## config.mk

```make
export PLATFORM = sky130hd
export DESIGN_NAME = mips_mc_control
export DESIGN_NICKNAME = d
export VERILOG_FILES = /design/src/rtl/mips_mc_control.sv
export SDC_FILE = /design/constraint.sdc
export NUM_CORES = 1
export LEC_CHECK = 0
export BUFFER_PORTS_ARGS = -buffer_cell sky130_fd_sc_hd__buf_2
export CAP_MARGIN = 20
export CORE_MARGIN = 8
export CORE_UTILIZATION = 51
export CTS_BUF_LIST = sky130_fd_sc_hd__clkbuf_8
export DETAILED_ROUTE_END_ITERATION = 7
export MAX_ROUTING_LAYER = met4
export PLACE_DENSITY_LB_ADDON = 0.1
export SLEW_MARGIN = 20
export SYNTH_ARGS = -nofsm -noshare
export SYNTH_HDL_FRONTEND = slang
export SYNTH_SLANG_ARGS = --single-unit
export TNS_END_PERCENT = 5
```

## constraint.sdc

```tcl
create_clock -name clk -period 1.63 [get_ports clk]
set_input_delay 0.2445 -clock clk [delete_from_list [all_inputs] [get_ports clk]]
set_output_delay 0.2445 -clock clk [all_outputs]
set_load 0.02 [all_outputs]
```

## src/rtl/mips_mc_control.sv

```systemverilog
// Multicycle MIPS control FSM with a memory-ready wait counter and timeout watchdog.
// Optional jump support is compiled in when MC_JUMP_EN is defined.
module mips_mc_control #(
    parameter int unsigned MEM_TIMEOUT = 15
) (
    input  logic       clk,
    input  logic       reset,
    input  logic [5:0] opcode,
    input  logic       mem_ready,
    output logic       iord,
    output logic       mem_read,
    output logic       mem_write,
    output logic       ir_write,
    output logic       reg_dst,
    output logic       mem_to_reg,
    output logic       reg_write,
    output logic       alu_src_a,
    output logic [1:0] alu_src_b,
    output logic [1:0] alu_op,
    output logic [1:0] pc_src,
    output logic       pc_write,
    output logic       beq,
    output logic       bne,
    output logic       illegal_op,
    output logic       mem_err,
    output logic [3:0] dbg_state
);

    localparam logic [3:0] IDLE     = 4'd0;
    localparam logic [3:0] FETCH    = 4'd1;
    localparam logic [3:0] DECODE   = 4'd2;
    localparam logic [3:0] MEM_ADDR = 4'd3;
    localparam logic [3:0] MEM_RD   = 4'd4;
    localparam logic [3:0] MEM_WB   = 4'd5;
    localparam logic [3:0] MEM_WR   = 4'd6;
    localparam logic [3:0] EXEC     = 4'd7;
    localparam logic [3:0] ALU_WB   = 4'd8;
    localparam logic [3:0] ADDI_EX  = 4'd9;
    localparam logic [3:0] ADDI_WB  = 4'd10;
    localparam logic [3:0] BRANCH   = 4'd11;
`ifdef MC_JUMP_EN
    localparam logic [3:0] JUMP     = 4'd12;
    localparam logic [5:0] OP_J     = 6'h02;
`endif

    localparam logic [5:0] OP_RTYPE = 6'h00;
    localparam logic [5:0] OP_LW    = 6'h23;
    localparam logic [5:0] OP_SW    = 6'h2B;
    localparam logic [5:0] OP_BEQ   = 6'h04;
    localparam logic [5:0] OP_BNE   = 6'h05;
    localparam logic [5:0] OP_ADDI  = 6'h08;

    // cnt holds the number of cycles already waited; the current cycle is the last allowed one
    // when cnt equals MEM_TIMEOUT-1.
    localparam logic [7:0] TIMEOUT_LAST = 8'(MEM_TIMEOUT - 1);

    logic [3:0] state;
    logic [3:0] state_next;
    logic [7:0] cnt;
    logic [7:0] cnt_next;

    always_ff @(posedge clk or negedge reset) begin
        if (!reset) begin
            state <= IDLE;
            cnt   <= 8'd0;
        end else begin
            state <= state_next;
            cnt   <= cnt_next;
        end
    end

    assign dbg_state = state;

    always_comb begin
        state_next = state;
        cnt_next   = 8'd0;
        iord       = 1'b0;
        mem_read   = 1'b0;
        mem_write  = 1'b0;
        ir_write   = 1'b0;
        reg_dst    = 1'b0;
        mem_to_reg = 1'b0;
        reg_write  = 1'b0;
        alu_src_a  = 1'b0;
        alu_src_b  = 2'b00;
        alu_op     = 2'b00;
        pc_src     = 2'b00;
        pc_write   = 1'b0;
        beq        = 1'b0;
        bne        = 1'b0;
        illegal_op = 1'b0;
        mem_err    = 1'b0;

        case (state)
            IDLE: state_next = FETCH;

            FETCH: begin
                mem_read  = 1'b1;
                alu_src_b = 2'b01;
                if (mem_ready) begin
                    ir_write   = 1'b1;
                    pc_write   = 1'b1;
                    state_next = DECODE;
                end else if (cnt == TIMEOUT_LAST) begin
                    // Re-entering FETCH clears the counter and refetches the same PC.
                    mem_err    = 1'b1;
                    state_next = FETCH;
                end else begin
                    cnt_next = cnt + 8'd1;
                end
            end

            DECODE: begin
                alu_src_b = 2'b11;
                case (opcode)
                    OP_RTYPE:      state_next = EXEC;
                    OP_LW, OP_SW:  state_next = MEM_ADDR;
                    OP_BEQ, OP_BNE: state_next = BRANCH;
                    OP_ADDI:       state_next = ADDI_EX;
`ifdef MC_JUMP_EN
                    OP_J:          state_next = JUMP;
`endif
                    default: begin
                        illegal_op = 1'b1;
                        state_next = FETCH;
                    end
                endcase
            end

            MEM_ADDR: begin
                alu_src_a  = 1'b1;
                alu_src_b  = 2'b10;
                state_next = (opcode == OP_LW) ? MEM_RD : MEM_WR;
            end

            MEM_RD: begin
                iord     = 1'b1;
                mem_read = 1'b1;
                if (mem_ready) begin
                    state_next = MEM_WB;
                end else if (cnt == TIMEOUT_LAST) begin
                    mem_err    = 1'b1;
                    state_next = FETCH;
                end else begin
                    cnt_next = cnt + 8'd1;
                end
            end

            MEM_WB: begin
                reg_write  = 1'b1;
                mem_to_reg = 1'b1;
                state_next = FETCH;
            end

            MEM_WR: begin
                iord      = 1'b1;
                mem_write = 1'b1;
                if (mem_ready) begin
                    state_next = FETCH;
                end else if (cnt == TIMEOUT_LAST) begin
                    mem_err    = 1'b1;
                    state_next = FETCH;
                end else begin
                    cnt_next = cnt + 8'd1;
                end
            end

            EXEC: begin
                alu_src_a  = 1'b1;
                alu_op     = 2'b10;
                state_next = ALU_WB;
            end

            ALU_WB: begin
                reg_write  = 1'b1;
                reg_dst    = 1'b1;
                state_next = FETCH;
            end

            ADDI_EX: begin
                alu_src_a  = 1'b1;
                alu_src_b  = 2'b10;
                state_next = ADDI_WB;
            end

            ADDI_WB: begin
                reg_write  = 1'b1;
                state_next = FETCH;
            end

            BRANCH: begin
                // The branch unit owns the PC update here; pc_write stays low.
                alu_src_a  = 1'b1;
                alu_op     = 2'b01;
                pc_src     = 2'b01;
                beq        = (opcode == OP_BEQ);
                bne        = (opcode == OP_BNE);
                state_next = FETCH;
            end

`ifdef MC_JUMP_EN
            JUMP: begin
                pc_write   = 1'b1;
                pc_src     = 2'b10;
                state_next = FETCH;
            end
`endif

            default: state_next = IDLE;
        endcase
    end

endmodule

```

Word-level counts from Yosys, hierarchy flattened
Cells that the tools add are included.

Add/subtract/negate cells: 1. Reduce and logical (&&, ||, !) cells: 12. Mux-type cells: 29. Eq/ne operators: 17.

Operators with widths (count): 4-bit case mux with 8 select lines (1); 8-bit two-way mux (3); 1-bit two-way mux (17); 4-bit by 3-bit == test with 1-bit output (second input constant) (4); 4-bit == test (second input constant) (4); 4-bit two-way mux (4); 4-bit case mux with 4 select lines (1); 6-bit by 3-bit == test with 1-bit output (second input constant) (2); 6-bit == test (second input constant) (2); 2-bit OR reduction (5); 8-bit by 1-bit adder with 8-bit output (second input constant) (1); 4-bit by 2-bit == test with 1-bit output (second input constant) (2); 8-bit by 4-bit == test with 1-bit output (second input constant) (1); 6-bit by 4-bit == test with 1-bit output (second input constant) (1); 6-bit zero test (1); 2-bit case mux with 3 select lines (1); 3-bit OR reduction (2); 6-bit OR reduction (1); 5-bit OR reduction (1); 4-bit by 1-bit == test with 1-bit output (second input constant) (1); 4-bit zero test (1); 2-bit case mux with 2 select lines (1); 4-bit OR reduction (1); 2-bit two-way mux (1).

Input port bits: 9. Register bits: 12. Output and inout port bits: 23.

Logic depth before layout (Yosys ltp)
Depth after elaboration: 4. Mapped depth: 5.

Worst setup path before layout
OpenSTA, ideal clock, no wires.

Path kind: flip-flop to output port. Start: reg state[1], in the netlist dbg_state[1]. End: out pc_write. Arrival time: 1.889 ns. Required time: 1.385 ns. Stages on the path, launching flop included: 4. Setup slack: -0.504 ns. Cell sequence: dfrtp_1 nand2b_1 nor4b_1 buf_4.

Cells in the longest elaborated chain, start to end: 2.

Ends and longest elaborated chain: start: declaration (RTL line 57) `logic [3:0] state;`; start signal: assignment (RTL line 67) `state <= state_next;`; 4-bit by 1-bit == test with 1-bit output; 1-bit two-way mux; end: declaration (RTL line 21) `output logic pc_write,`.

Every way passes these cells.

Final worst setup path
Start: in opcode[1]. End: out illegal_op.

Cells in the longest elaborated chain, start to end: 4. Elaborated cells between the ends (all ways): 9. Those cells by class: eq/ne (5); mux (2); reduce/logical (2).

Ends and longest elaborated chain: start: declaration (RTL line 8) `input logic [5:0] opcode,`; 6-bit == test (tied with other cells) (RTL line 115) `case (opcode)`; 6-bit OR reduction (no source line) (*); 1-bit two-way mux (*) (RTL line 115); 1-bit two-way mux (*) (RTL line 94) `case (state)`; end: declaration (RTL line 24) `output logic illegal_op,`.

Every way passes the cells marked *; elsewhere a longest branch is shown, timed or not.

==> metrics.sh <==
YS_TYPES=39
GRT_REMAINING_OVERFLOW=0
DRTANTENNAVIOLNETS=0
CORE_REGION_AREA_UM2=1730
FIN_WORST_SKEW_NS=0.000492
HP-CLASS='in -> reg'
CAP_VIOL_MAX_COUNT=0
RESULT_OF_THE_RUN='finished with violations'
POST-PLACE-CELLS=171
DRV_SLEW=0
PLACEMENTROWS=15
WORST_HOLD_STARTPOINT='mem_ready'
CRIT_PATH_START='opcode[1]'
P_LEAK_nW=0.679
FINALCOREUTILIZATION=0.837
RSZ_0062_RAISED_AFTER_GLOBAL_ROUTING='yes'
DETAILEDPLACE.WORSTSLACK_NS=0.0223
MAXIMUM_FANOUT_ALONG_THE_WORST_PATH=4
GRT_PASS1_VIAS=947
TIMING.FINAL.WS_SETUP_NS=-0.0184
ANTENNA_CELLS_INSERTED=0
GRT_PASS1_WL_MM=4.60
POST-LAYOUT-TOTAL-POWER_mW=2.42
POSTROUTEWIRELENGTH_MM=2.94
CTS_SINKS=12
SYNTH_EDF_COUNT=0
AVGROUTEDWIREPERCELL_UM=16.0
HIGHEST_ACHIEVABLE_CLOCK_RATE_GHz=0.607
DPL_CELL_AREA_UM2=1200
COMBPWRFRAC=0.676
POSTSYNTH.ASYNCRESETSHARE=1.00
YS_SEQ_AREA_FRAC=0.322
DOMINANTREGCELLSYNTH='sky130_fd_sc_hd__dfrtp_1'
FLOORPLAN.DIE.HEIGHT_UM=58.8
INSTANCES_NO_FILL=184
FINAL_AREA_UM2=1450
FINAL_NETS=171
IO_PINS=32
YOSYS_WARNINGS=0
GRT_ANTENNA_BEFORE_REPAIR=0
ENDPOINT_KIND='output pin'
INITIAL_CORE_UTIL=0.541
ROUTE.DETAILED.DRC=0
CRIT_TYPE='in -> out'
DPL.HPWL_MM=2.00
TIMING.FINAL.CRIT_SHARE=1.01
CLK-INSERTION-DELAY-LATE_NS=0.24
CHIPWIDTH_UM=58.8
FINAL_LAYOUT_SIZE_SUFFIX_GT1_FRAC=0.522
DETAIL_ROUTE.FIRST_PASS.ITERATIONS=4
SYNTH.CELL_AREA_UM2=933
GLOBAL_ROUTE.USAGE.TOTAL=0.174
GPL.FINAL_WEIGHTED_CONGESTION=0.805
FAILED_CHECKS='setup timing'
FINALSETUPVIOLATIONS=1
POWER.DENSITY_nW_PER_UM2=1680
POWER_FRAC_SEQ=0.189
SYNTH_REGISTER_BITS=12
CTS.PATH.MAX_BUFFERS=2
WORST_R2R_STARTPOINT='dbg_state[1]'
FINAL_HOLD_VIOL_COUNT=0
IO_BUFFERS=30
SYNTH.TOP_CELLS.BY_AREA='sky130_fd_sc_hd__dfrtp_1 (32%), sky130_fd_sc_hd__nor2_1 (7.2%), sky130_fd_sc_hd__xor2_1 (5.6%)'
IRDROPWORSTVDD_uV=1280
POWER_SWITCHING_mW=1.14
CLKSLEWWORSTSETUPHOLDPATHS_NS=0.05
CTS.HTREE.LEVELS=1
GRT_MAX_DEGREE=13
SETUP_TOTAL_NEGATIVE_SLACK_NS=-0.0184
FIN_WORST_HOLD_SLACK_NS=0.374
TOP_CELLS_BY_COUNT_SYNTH='sky130_fd_sc_hd__nor2_1 (18), sky130_fd_sc_hd__dfrtp_1 (12), sky130_fd_sc_hd__nand2_1 (11), sky130_fd_sc_hd__nand2b_1 (7), sky130_fd_sc_hd__xor2_1 (6)'
CTS_BUFFERS=3
POWER.SHARE.SWITCHING=0.469
TRITONCTS='done'
DESIGN.DIE.AREA_UM2=3460
CP_DATA_REQUIRED_TIME_NS=1.39
SYNTH.LARGEST_AREA_CELL='sky130_fd_sc_hd__dfrtp_1'
ROUTE.VIAS.TOTAL=1016
INTERNAL_mW=1.29
AREA_DELTA_SYNTH_FINAL_PCT=54.8
SYNTH_AREA_PER_CELL_UM2=8.26
POST-SYNTH-TOP-COUNT-CELL='sky130_fd_sc_hd__nor2_1'
LAYOUT_MIN_CYCLE_TIME_NS=1.65
DETAILEDROUTE.FIRSTITERATIONVIOLATIONS=35
SYNTH_NETS=124
DETAIL_ROUTE.VIAS_PER_CELL=5.52
CLK_ROOT_BUFFER_CELL='sky130_fd_sc_hd__clkbuf_8'
CLOCK_POWER_SHARE=0.135
SETUP.WORST_PATH.START_CLASS='input pin'
ARRIVAL_NS=1.40
NETLIST.AREA_LEADER.SHARE=0.322
SYN-INSTANCE-COUNT=113
path summary, 6_finish.rpt:
check	to	slack, ns	cells after the start
setup reg to reg	dbg_state[1]	0.17	5
setup / recovery	illegal_op	-0.02	5
hold / removal	dbg_state[1]	0.37	3
min in group asynchronous	cnt[7]	0.40	2
max in group asynchronous	dbg_state[0]	1.00	2
hold reg to reg	cnt[0]	0.50	1
sequential cells by signal, indices dropped and copies added, names as in the netlist:
name	flops
cnt	8
dbg_state	4
logic make-up after synthesis:
| group | after synthesis | share of synthesized area |
|---|---|---|
| AOI/OAI and AO/OA | 21 | 0.155 |
| DFF | 12 | 0.322 |
| other | 1 | 0.00402 |
| and+or+nand+nor | 60 | 0.359 |
| adders and majority gates | 2 | 0.0268 |
| buffers and inverters | 10 | 0.0670 |
| xor gates and xnor gates | 7 | 0.0657 |
worst max-delay path, stage by stage:
cell                      delay [ns]
sky130_fd_sc_hd__buf_2          0.12
sky130_fd_sc_hd__or4_4          0.58
sky130_fd_sc_hd__nor3b_2        0.24
sky130_fd_sc_hd__nor3b_2        0.07
sky130_fd_sc_hd__buf_4          0.16
final cells by class:
cell class                      instances  area (um2)
Clock buffer                            4        55.1
Fill cell                             106         282
Inverter                                2        10.0
Multi-Input combinational cell         91         724
Sequential cell                        12         305
Tap cell                               25        31.3
Timing Repair Buffer                   50         319
routing by layer:
layer | share of wire | wire length, um | vias to the layer above | track usage
li1 | - | - | 490 | -
met1 | 0.40 | 1160 | 488 | 0.189
met2 | 0.53 | 1560 | 32 | 0.293
met3 | 0.051 | 151 | 6 | 0.0435
met4 | 0.023 | 68 | 0 | 0.0819
met5 | 0 | 0 | - | -
layout by cell type, fill, tap and decap left out, types with 2 or more instances in the layout:
| master | count |
|---|---|
| sky130_fd_sc_hd__a21oi_1 | 4 |
| sky130_fd_sc_hd__a2bb2oi_1 | 2 |
| sky130_fd_sc_hd__and2_1 | 2 |
| sky130_fd_sc_hd__buf_2 | 24 |
| sky130_fd_sc_hd__buf_4 | 23 |
| sky130_fd_sc_hd__clkbuf_8 | 4 |
| sky130_fd_sc_hd__dfrtp_1 | 8 |
| sky130_fd_sc_hd__dfrtp_2 | 4 |
| sky130_fd_sc_hd__nand2_1 | 9 |
| sky130_fd_sc_hd__nand2b_1 | 4 |
| sky130_fd_sc_hd__nand2b_4 | 3 |
| sky130_fd_sc_hd__nand4_1 | 2 |
| sky130_fd_sc_hd__nor2_1 | 15 |
| sky130_fd_sc_hd__nor2_2 | 2 |
| sky130_fd_sc_hd__nor3_1 | 2 |
| sky130_fd_sc_hd__nor3_4 | 2 |
| sky130_fd_sc_hd__nor3b_2 | 2 |
| sky130_fd_sc_hd__nor4_4 | 2 |
| sky130_fd_sc_hd__o21ai_1 | 3 |
| sky130_fd_sc_hd__o22ai_1 | 3 |
| sky130_fd_sc_hd__or4_4 | 2 |
| sky130_fd_sc_hd__xor2_1 | 6 |
power by group through the flow:
stage	registers, mW	logic (mW)	clock network (mW)
after floorplan	0.478	0.815	0
after global placement	0.450	1.25	0
after detailed placement	0.451	1.28	0
after CTS	0.456	1.42	0.329
after global routing	0.471	1.75	0.342
final	0.458	1.64	0.327
repair_timing:
action	4_1_cts	5_1_grt
buffers inserted	4	4
pin swaps	0	1
setup endpoints to repair	12	10
hold buffers	1	0
hold endpoints to repair	12	0
resized for setup	18	16
No activity file was read; power rests on OpenSTA's default activity.
